File: src/rtl/decunload_pkg.sv
// decunload_pkg
//   Shared definitions for the decrement_unloader slice:
//   - state encodings and the decunload_state_t enum used by the skid buffer
//   - dec_word(): recovers the original value from an incremented word
//   Optional feature macro: DECUNLOAD_UNDERFLOW_EN (used by the top only).
package decunload_pkg;

  localparam logic [1:0] ST_EMPTY_ENC = 2'd0;
  localparam logic [1:0] ST_ONE_ENC   = 2'd1;
  localparam logic [1:0] ST_TWO_ENC   = 2'd2;

  // EMPTY: nothing held, ONE: output register full, TWO: output + skid full
  typedef enum logic [1:0] {
    EMPTY = ST_EMPTY_ENC,
    ONE   = ST_ONE_ENC,
    TWO   = ST_TWO_ENC
  } decunload_state_t;

  // Works on a wide container so any DataWidth up to 64 can use it; the caller
  // keeps only its low DataWidth bits, which is exactly word - 1 mod 2^DataWidth
  // (a zero word wraps to all ones rather than saturating).
  function automatic logic [63:0] dec_word(input logic [63:0] word);
    return word - 64'd1;
  endfunction

endpackage

File: src/rtl/unload_buffer.sv
// unload_buffer
//   Two-entry elastic (skid) buffer giving full throughput on a valid/ready
//   stream while keeping out_data/out_valid registered.
//   Ports:
//     clk, rst_n           clock, asynchronous active-low reset
//     in_data, in_valid    upstream word and its valid
//     in_ready             buffer can accept (state != TWO)
//     out_data, out_valid  registered head-of-queue word and its valid
//     out_ready            downstream accepts out_data
module unload_buffer #(
  parameter int DataWidth = 16
) (
  input  logic                 clk,
  input  logic                 rst_n,
  input  logic [DataWidth-1:0] in_data,
  input  logic                 in_valid,
  output logic                 in_ready,
  output logic [DataWidth-1:0] out_data,
  output logic                 out_valid,
  input  logic                 out_ready
);
  import decunload_pkg::*;

  decunload_state_t     state_q;
  decunload_state_t     state_d;
  logic [DataWidth-1:0] out_data_q;
  logic [DataWidth-1:0] out_data_d;
  logic [DataWidth-1:0] skid_q;
  logic [DataWidth-1:0] skid_d;
  logic                 accept;
  logic                 deliver;

  assign accept  = in_valid & in_ready;
  assign deliver = out_valid & out_ready;

  // State register
  always_ff @(posedge clk or negedge rst_n) begin
    if (!rst_n) begin
      state_q <= EMPTY;
    end else begin
      state_q <= state_d;
    end
  end

  // Data registers; skid only ever holds the word queued behind out_data
  always_ff @(posedge clk or negedge rst_n) begin
    if (!rst_n) begin
      out_data_q <= '0;
      skid_q     <= '0;
    end else begin
      out_data_q <= out_data_d;
      skid_q     <= skid_d;
    end
  end

  // Next-state and datapath steering
  always_comb begin
    state_d    = state_q;
    out_data_d = out_data_q;
    skid_d     = skid_q;
    case (state_q)
      EMPTY: begin
        if (accept) begin
          out_data_d = in_data;
          state_d    = ONE;
        end
      end
      ONE: begin
        if (accept && deliver) begin
          out_data_d = in_data;
          state_d    = ONE;
        end else if (accept) begin
          skid_d  = in_data;
          state_d = TWO;
        end else if (deliver) begin
          state_d = EMPTY;
        end
      end
      TWO: begin
        // in_ready is low here, so only the skid word can move forward
        if (deliver) begin
          out_data_d = skid_q;
          state_d    = ONE;
        end
      end
      default: begin
        state_d = EMPTY;
      end
    endcase
  end

  // Outputs decoded from the registered state only
  always_comb begin
    in_ready  = (state_q != TWO);
    out_valid = (state_q != EMPTY);
    out_data  = out_data_q;
  end

endmodule

File: src/rtl/decrement_unloader.sv
// decrement_unloader
//   Consumer end of the registered-increment datapath. Accepts words produced
//   as value + 1, recovers value = word - 1 (mod 2^DataWidth) at accept time,
//   buffers them in a 2-entry skid buffer and counts delivered words.
//   Ports:
//     clk, rst_n           clock, asynchronous active-low reset
//     in_data, in_valid    incremented word from the producer
//     in_ready             buffer can accept
//     out_data, out_valid  recovered word (registered)
//     out_ready            sink accepts out_data
//     word_count           out handshakes, wraps mod 2^CountWidth
//     underflow            sticky flag, set when a zero word is accepted;
//                          only implemented with DECUNLOAD_UNDERFLOW_EN defined,
//                          otherwise tied to 0.
module decrement_unloader #(
  parameter int DataWidth  = 16,
  parameter int CountWidth = 8
) (
  input  logic                  clk,
  input  logic                  rst_n,
  input  logic [DataWidth-1:0]  in_data,
  input  logic                  in_valid,
  output logic                  in_ready,
  output logic [DataWidth-1:0]  out_data,
  output logic                  out_valid,
  input  logic                  out_ready,
  output logic [CountWidth-1:0] word_count,
  output logic                  underflow
);
  import decunload_pkg::*;

  logic [DataWidth-1:0]  dec_data;
  logic                  accept;
  logic                  deliver;
  logic [CountWidth-1:0] count_q;
  logic [CountWidth-1:0] count_d;

  // Decrement happens before buffering, so stored entries already hold word-1
  always_comb begin
    dec_data = DataWidth'(dec_word(64'(in_data)));
  end

  assign accept  = in_valid & in_ready;
  assign deliver = out_valid & out_ready;

  unload_buffer #(
    .DataWidth(DataWidth)
  ) u_buffer (
    .clk      (clk),
    .rst_n    (rst_n),
    .in_data  (dec_data),
    .in_valid (in_valid),
    .in_ready (in_ready),
    .out_data (out_data),
    .out_valid(out_valid),
    .out_ready(out_ready)
  );

  // Delivered-word counter, wraps naturally at 2^CountWidth
  always_comb begin
    count_d = count_q;
    if (deliver) begin
      count_d = count_q + CountWidth'(1);
    end
  end

  always_ff @(posedge clk or negedge rst_n) begin
    if (!rst_n) begin
      count_q <= '0;
    end else begin
      count_q <= count_d;
    end
  end

  assign word_count = count_q;

`ifdef DECUNLOAD_UNDERFLOW_EN
  logic underflow_q;
  logic underflow_d;

  // Sticky: once a zero word has been accepted the flag stays until reset
  always_comb begin
    underflow_d = underflow_q | (accept & (in_data == '0));
  end

  always_ff @(posedge clk or negedge rst_n) begin
    if (!rst_n) begin
      underflow_q <= 1'b0;
    end else begin
      underflow_q <= underflow_d;
    end
  end

  assign underflow = underflow_q;
`else
  logic unused_accept;
  assign unused_accept = accept;
  assign underflow     = 1'b0;
`endif

endmodule

File: config.mk
export PLATFORM = sky130hd
export DESIGN_NAME = decrement_unloader
export DESIGN_NICKNAME = d
export VERILOG_FILES = /design/src/rtl/decunload_pkg.sv /design/src/rtl/unload_buffer.sv /design/src/rtl/decrement_unloader.sv
export SDC_FILE = /design/constraint.sdc
export NUM_CORES = 1
export LEC_CHECK = 0
export ABC_AREA = 1
export CORE_UTILIZATION = 45
export CTS_CLUSTER_DIAMETER = 50
export DETAILED_ROUTE_END_ITERATION = 12
export GPL_TIMING_DRIVEN = 0
export PLACE_DENSITY = 0.72
export SYNTH_ARGS = -nofsm -noshare
export SYNTH_HDL_FRONTEND = slang
export SYNTH_SLANG_ARGS = --single-unit
export TNS_END_PERCENT = 50
File: constraint.sdc
create_clock -name clk -period 4.1 [get_ports clk]
set_clock_uncertainty 0.1 [all_clocks]
set_input_delay 0.82 -clock clk [delete_from_list [all_inputs] [get_ports clk]]
set_output_delay 0.82 -clock clk [all_outputs]
set_load 0.05 [all_outputs]
==> After elaboration in Yosys (flattened, before gate mapping) <==
Index checks and enable logic that the tools add are counted.
{ "classes": {"n_reduce_logical": 7, "n_eq_ne": 7, "n_bitwise": 3, "muxes": 10, "add_sub_neg": 2} }
{ "op_table": {"columns": ["cell", "count"], "rows": [
  ["$mux W16", 3],
  ["$pmux W16 S3", 1],
  ["$sub A16 B1 Y16 const B", 1],
  ["$mux W2", 5],
  ["$add A8 B1 Y8 const B", 1],
  ["$ne A2 B1 Y1 const B", 3],
  ["$pmux W2 S3", 1],
  ["$reduce_and A3 Y1", 2],
  ["$ne A4 B1 Y1 const B", 1],
  ["$reduce_and A4 Y1", 1],
  ["$reduce_bool A3 Y1", 1],
  ["$and A1 B1 Y1", 2],
  ["$eq A2 B1 Y1 const B", 1],
  ["$eq A2 B2 Y1 const B", 1],
  ["$logic_not A2 Y1", 1],
  ["$ne A2 B2 Y1 const B", 1],
  ["$reduce_bool A2 Y1", 1],
  ["$logic_and A1 B1 Y1", 1],
  ["$not A1 Y1", 1]
]} }
{ "totals": {"reg_bits": 42, "input_bits": 20} }

==> Logic depth before layout (Yosys ltp) <==
{ "logic_depth": {"ltp_word": 6, "depth_mapped": 9, "depth_no_buf": 9} }

==> Modules after synthesis <==
A second synthesis with hierarchy kept.
{ "unflattened": {"hier_cells": 328, "area_unflattened_um2": 2406.1} }
{ "by_module_without_submodules": {"columns": ["module", "instances", "area_each_um2", "cells_per_inst", "seq_area_each_um2"], "rows": [
  ["unload_buffer", 1, 1595.3, 201, 850.8],
  ["decrement_unloader", 1, 810.8, 127, 200.2]
]} }

==> Worst setup path after synthesis <==
OpenSTA, ideal clock, no wires.
{ "synth_timing": {"path_type": "in2reg", "startpoint": "input in_data[0]", "endpoint": "register u_buffer.out_data_q[4] (netlist: u_buffer.out_data[4])", "stages": 7, "arrival_time_ns": 1.805, "slack_ns": 2.117, "setup_time_ns": 0.077, "n_path_buf": 0, "required_time_ns": 3.923, "cell_sequence": "inv_1 ha_1 inv_1 or2_2 o21ai_0 nand2_1 a21oi_1"} }
{ "synth_between": {"elab_chain_len": 3, "elab_cells_between_ends": 4} }
{ "synth_lines": {"columns": ["item", "line", "text"], "rows": [
  ["start: declaration", "decrement_unloader.sv:21", "input logic [DataWidth-1:0] in_data,"],
  ["$sub A16 B1 Y16 *", "decunload_pkg.sv:23", "return word - 64'd1;"],
  ["$mux W16 (on tied branches)", "unload_buffer.sv:69, unload_buffer.sv:63", null],
  ["$pmux W16 S3 *", "unload_buffer.sv:61", "case (state_q)"],
  ["end signal: assignment", "unload_buffer.sv:51", "out_data_q <= out_data_d;"],
  ["end: declaration", "unload_buffer.sv:26", "logic [DataWidth-1:0] out_data_q;"]
]} }
Every way passes the cells marked *; elsewhere a longest branch is shown, timed or not. The select of a mux whose other input is x is not followed.
A chain may end at the register's enable or synchronous reset.

==> Worst setup path in the final report <==
{ "layout_timing": {"startpoint": "register u_buffer.state_q[1]", "endpoint": "output in_ready"} }
{ "layout_between": {"elab_chain_len": 1} }
{ "layout_lines": {"columns": ["item", "line", "text"], "rows": [
  ["start: declaration", "unload_buffer.sv:24", "decunload_state_t state_q;"],
  ["start signal: assignment", "unload_buffer.sv:41", "state_q <= state_d;"],
  ["$ne A2 B2 Y1", "unload_buffer.sv:94", "in_ready = (state_q != TWO);"],
  ["end: declaration", "decrement_unloader.sv:23", "output logic in_ready,"]
]} }
Every way passes these cells.

==> key figures <==
Run status
  • Status: complete, no violations

Pwr
  • Pwr Density: 778 mW/mm^2
  • Peak supply drop: 0.000336 V
  • Sw power: 1.06 mW
  • Clock power frac: 0.149
  • Leak: 1.42 nW
  • Combinational share of power: 0.533
  • Internal power: 1.21 mW
  • Switch share: 0.468
  • Part of the power in registers: 0.319

Clock tree
  • Cts bufs inserted: 5
  • CTS max path bufs: 2
  • Clk_lat worst skew: 300 ps
  • Worst-path clk slew: 80 ps
  • # Post-CTS Setup Buffers: 0
  • CTS Root Buffer Type: clkbuf_8
  • CTS tree: yes
  • Hold Buf Count CTS: 0
  • Clock sink count: 42
  • H-Tree Depth: 2
  • Post-CTS Resized: 0

Run
  • Max-cap viol count: 0

STA
  • Post-route minimum period: 3110 ps
  • Slew margin rel.: 0.663
  • Post-layout worst setup margin: 985 ps
  • Final Setup Violations: 0
  • Setup_tns: 0 ps
  • Final Max Slew Viols: 0
  • RSZ-0062 raised after global routing: false
  • Fin. Hold Viols: 0
  • Worst-margin pin slew: 503 ps
  • Crit share post-route: 0.760
  • Achievable frequency: 321 MHz

Worst setup path
  • Worst path cell trace: inv_1, nor2_4, inv_2, buf_2, clkdlybuf4s50_1
  • CP arrival: 2190 ps
  • Reg2Reg Setup Slack: 2600 ps
  • CP startpoint kind: flop
  • CP max FO: 10
  • Worst setup EP type: output pin
  • Critical path's largest stage delay: 840 ps
  • CP max-delay cell: clkdlybuf4s50_1
  • Crit path max-delay family: buffers and inverters
  • Bufs and invs on worst path: 4
  • Crit Path Class: reg2out
  • Worst reg2reg path startpoint: u_buffer.state_q[1]$_DFFE_PN0P_
  • Worst EP required: 3180 ps
  • Setup crit start: u_buffer.state_q[1]$_DFFE_PN0P_
  • Reg2reg end: u_buffer.skid_q[14]$_DFFE_PN0P_
  • Reg2Reg Depth: 5

Yosys
  • Synthesized Nets: 331
  • Post-synthesis sequential area ratio: 0.465
  • Ys Warns: 0
  • FF+latch count, synth: 42
  • Synthesized area per cell: 7.32 sq um
  • Syn Std Cell Area: 0.00226 sq mm
  • Netlist cell types: 24
  • Post-Syn Instances: 309

Detailed routing
  • First-pass detailed-route iteration total: 4
  • Residual DRC: 0
  • Vias after detailed routing: 2119
  • Wire per inst: 12.1 um
  • Via/cell ratio: 4.94
  • Initial DRC count: 116
  • Post-route ant nets: 0
  • Routed wire length: 5170 um

Cells and area
  • # fillers: 457
  • Layout cells sized above 1: 0.0718
  • Diode count: 0
  • Commonest non-fill, non-tap cell in the layout: nand2_1
  • Layout area overhead: 29.3%
  • Final instance area: 0.00292 sq mm
  • Final net count: 384
  • Highest-count cells in the layout ignoring fill and taps: nand2_1 (106), clkdlybuf4s50_1 (44), dfrtp_1 (42)
  • Cell Count, Final, Fillers Out: 429

Floorplanning
  • I/O pins: 47
  • Starting density of the core: 0.473
  • Die Height: 72.9 um
  • Die area: 0.00531 sq mm
  • Num rows: 25
  • Core footprint: 0.00479 sq mm
  • Width of the chip: 72.9 um

Placement
  • Routability cong.: 0.928
  • Placed cell area: 0.00281 sq mm
  • Post-placement cell count: 422
  • Port Buf Inserts: 45
  • Pre-CTS setup slack: 1320 ps
  • Hpwl dp: 3820 um

Global route
  • Grt ovf: 0
  • Antenna violations before repair: 0
  • GRT Total Usage: 0.217
  • First-pass GRT wire length: 8690 um
  • Vias in the first global route: 1899
  • Largest net degree at the start of global routing: 41

Min path
  • Worst hold path type: in2async
==> metrics by stage <==
step                power [mW]  hold slack, ps   util
floorplan                 1.56             348      -
global placement          1.93             365  0.584
detailed placement        1.95             364  0.587
CTS                       2.29             201  0.611
global route              2.42             208  0.611
finish                    2.27             206  0.611
==> per-layer routing <==
metal	share of wire	global-route usage	vias to the layer above
met5	0	0	-
li1	-	-	1074
met1	0.46	0.293	983
met2	0.48	0.350	55
met3	0.040	0.0318	7
met4	0.017	0.0937	0
==> final cells by class <==
type	instances	area, sq um	share of cell area
inverters	35	133	0.0454
clock buffers	6	82.6	0.0282
flip-flops and latches	42	1050	0.359
repair buffers	46	465	0.159
plain buffers	7	55.1	0.0188
multi-input cells	225	1020	0.350
clock inverters	1	30.0	0.0103
well taps	67	83.8	0.0287
==> cell families (layout without fill, tap and decap cells) <==
logic type | count (synthesis) | count (layout) | share of synthesized area
AOI/OAI and AO/OA | 46 | 46 | 0.110
xor gates and xnor gates | 7 | 7 | 0.0271
adders and majority gates | 2 | 2 | 0.0111
buffers and inverters | 42 | 95 | 0.0830
DFF | 42 | 42 | 0.465
other | 1 | 1 | 0.00166
and+or+nand+nor | 169 | 169 | 0.303
==> registers in the layout (all words and copies together), names as in the netlist <==
| signal | cells |
|---|---|
| u_buffer.out_data | 16 |
| word_count | 8 |
| u_buffer.state_q | 2 |
| u_buffer.skid_q | 16 |
==> cell usage after synthesis <==
master    instances  area (sq um)
o21ai_4           1          16.3
a31oi_1           6          37.5
nor2_2            2          12.5
ha_1              2          25.0
dfrtp_1          42          1050
nand4_1           1          6.26
nand2_2           1          6.26
inv_2             2          7.51
nor2_1           38           143
conb_1            1          3.75
nand2_1         106           398
inv_1            32           120
buf_6             2          22.5
buf_2             2          10.0
buf_4             3          22.5
nor3_1            2          10.0
a21oi_1          21           105
or2_2             1          6.26
nor2_4            2          22.5
xnor2_1           2          17.5
clkinv_2          1          5.00
xor2_1            5          43.8
o21ai_0          18          90.1
nand3_1          16          80.1
==> power by group through the flow <==
stage | logic (mW) | registers [mW] | clock network, mW
after global routing | 1.32 | 0.747 | 0.356
after floorplan | 0.449 | 1.11 | 0
final | 1.21 | 0.725 | 0.338
after global placement | 1.20 | 0.726 | 0
after CTS | 1.22 | 0.726 | 0.347
after detailed placement | 1.21 | 0.734 | 0
==> worst max-delay path by stage <==
stage	endpoint	slack, ps	depth (start not counted)
2_1_floorplan	u_buffer.out_data[4]$_DFFE_PN0P_	2120	7
3_3_place_gp	u_buffer.out_data[14]$_DFFE_PN0P_	1020	1
3_5_place_dp	in_ready	1320	5
4_1_cts	in_ready	990	5
5_1_grt	in_ready	910	5
6_report	in_ready	990	5
Note: power is estimated with default switching activity, not from simulation.
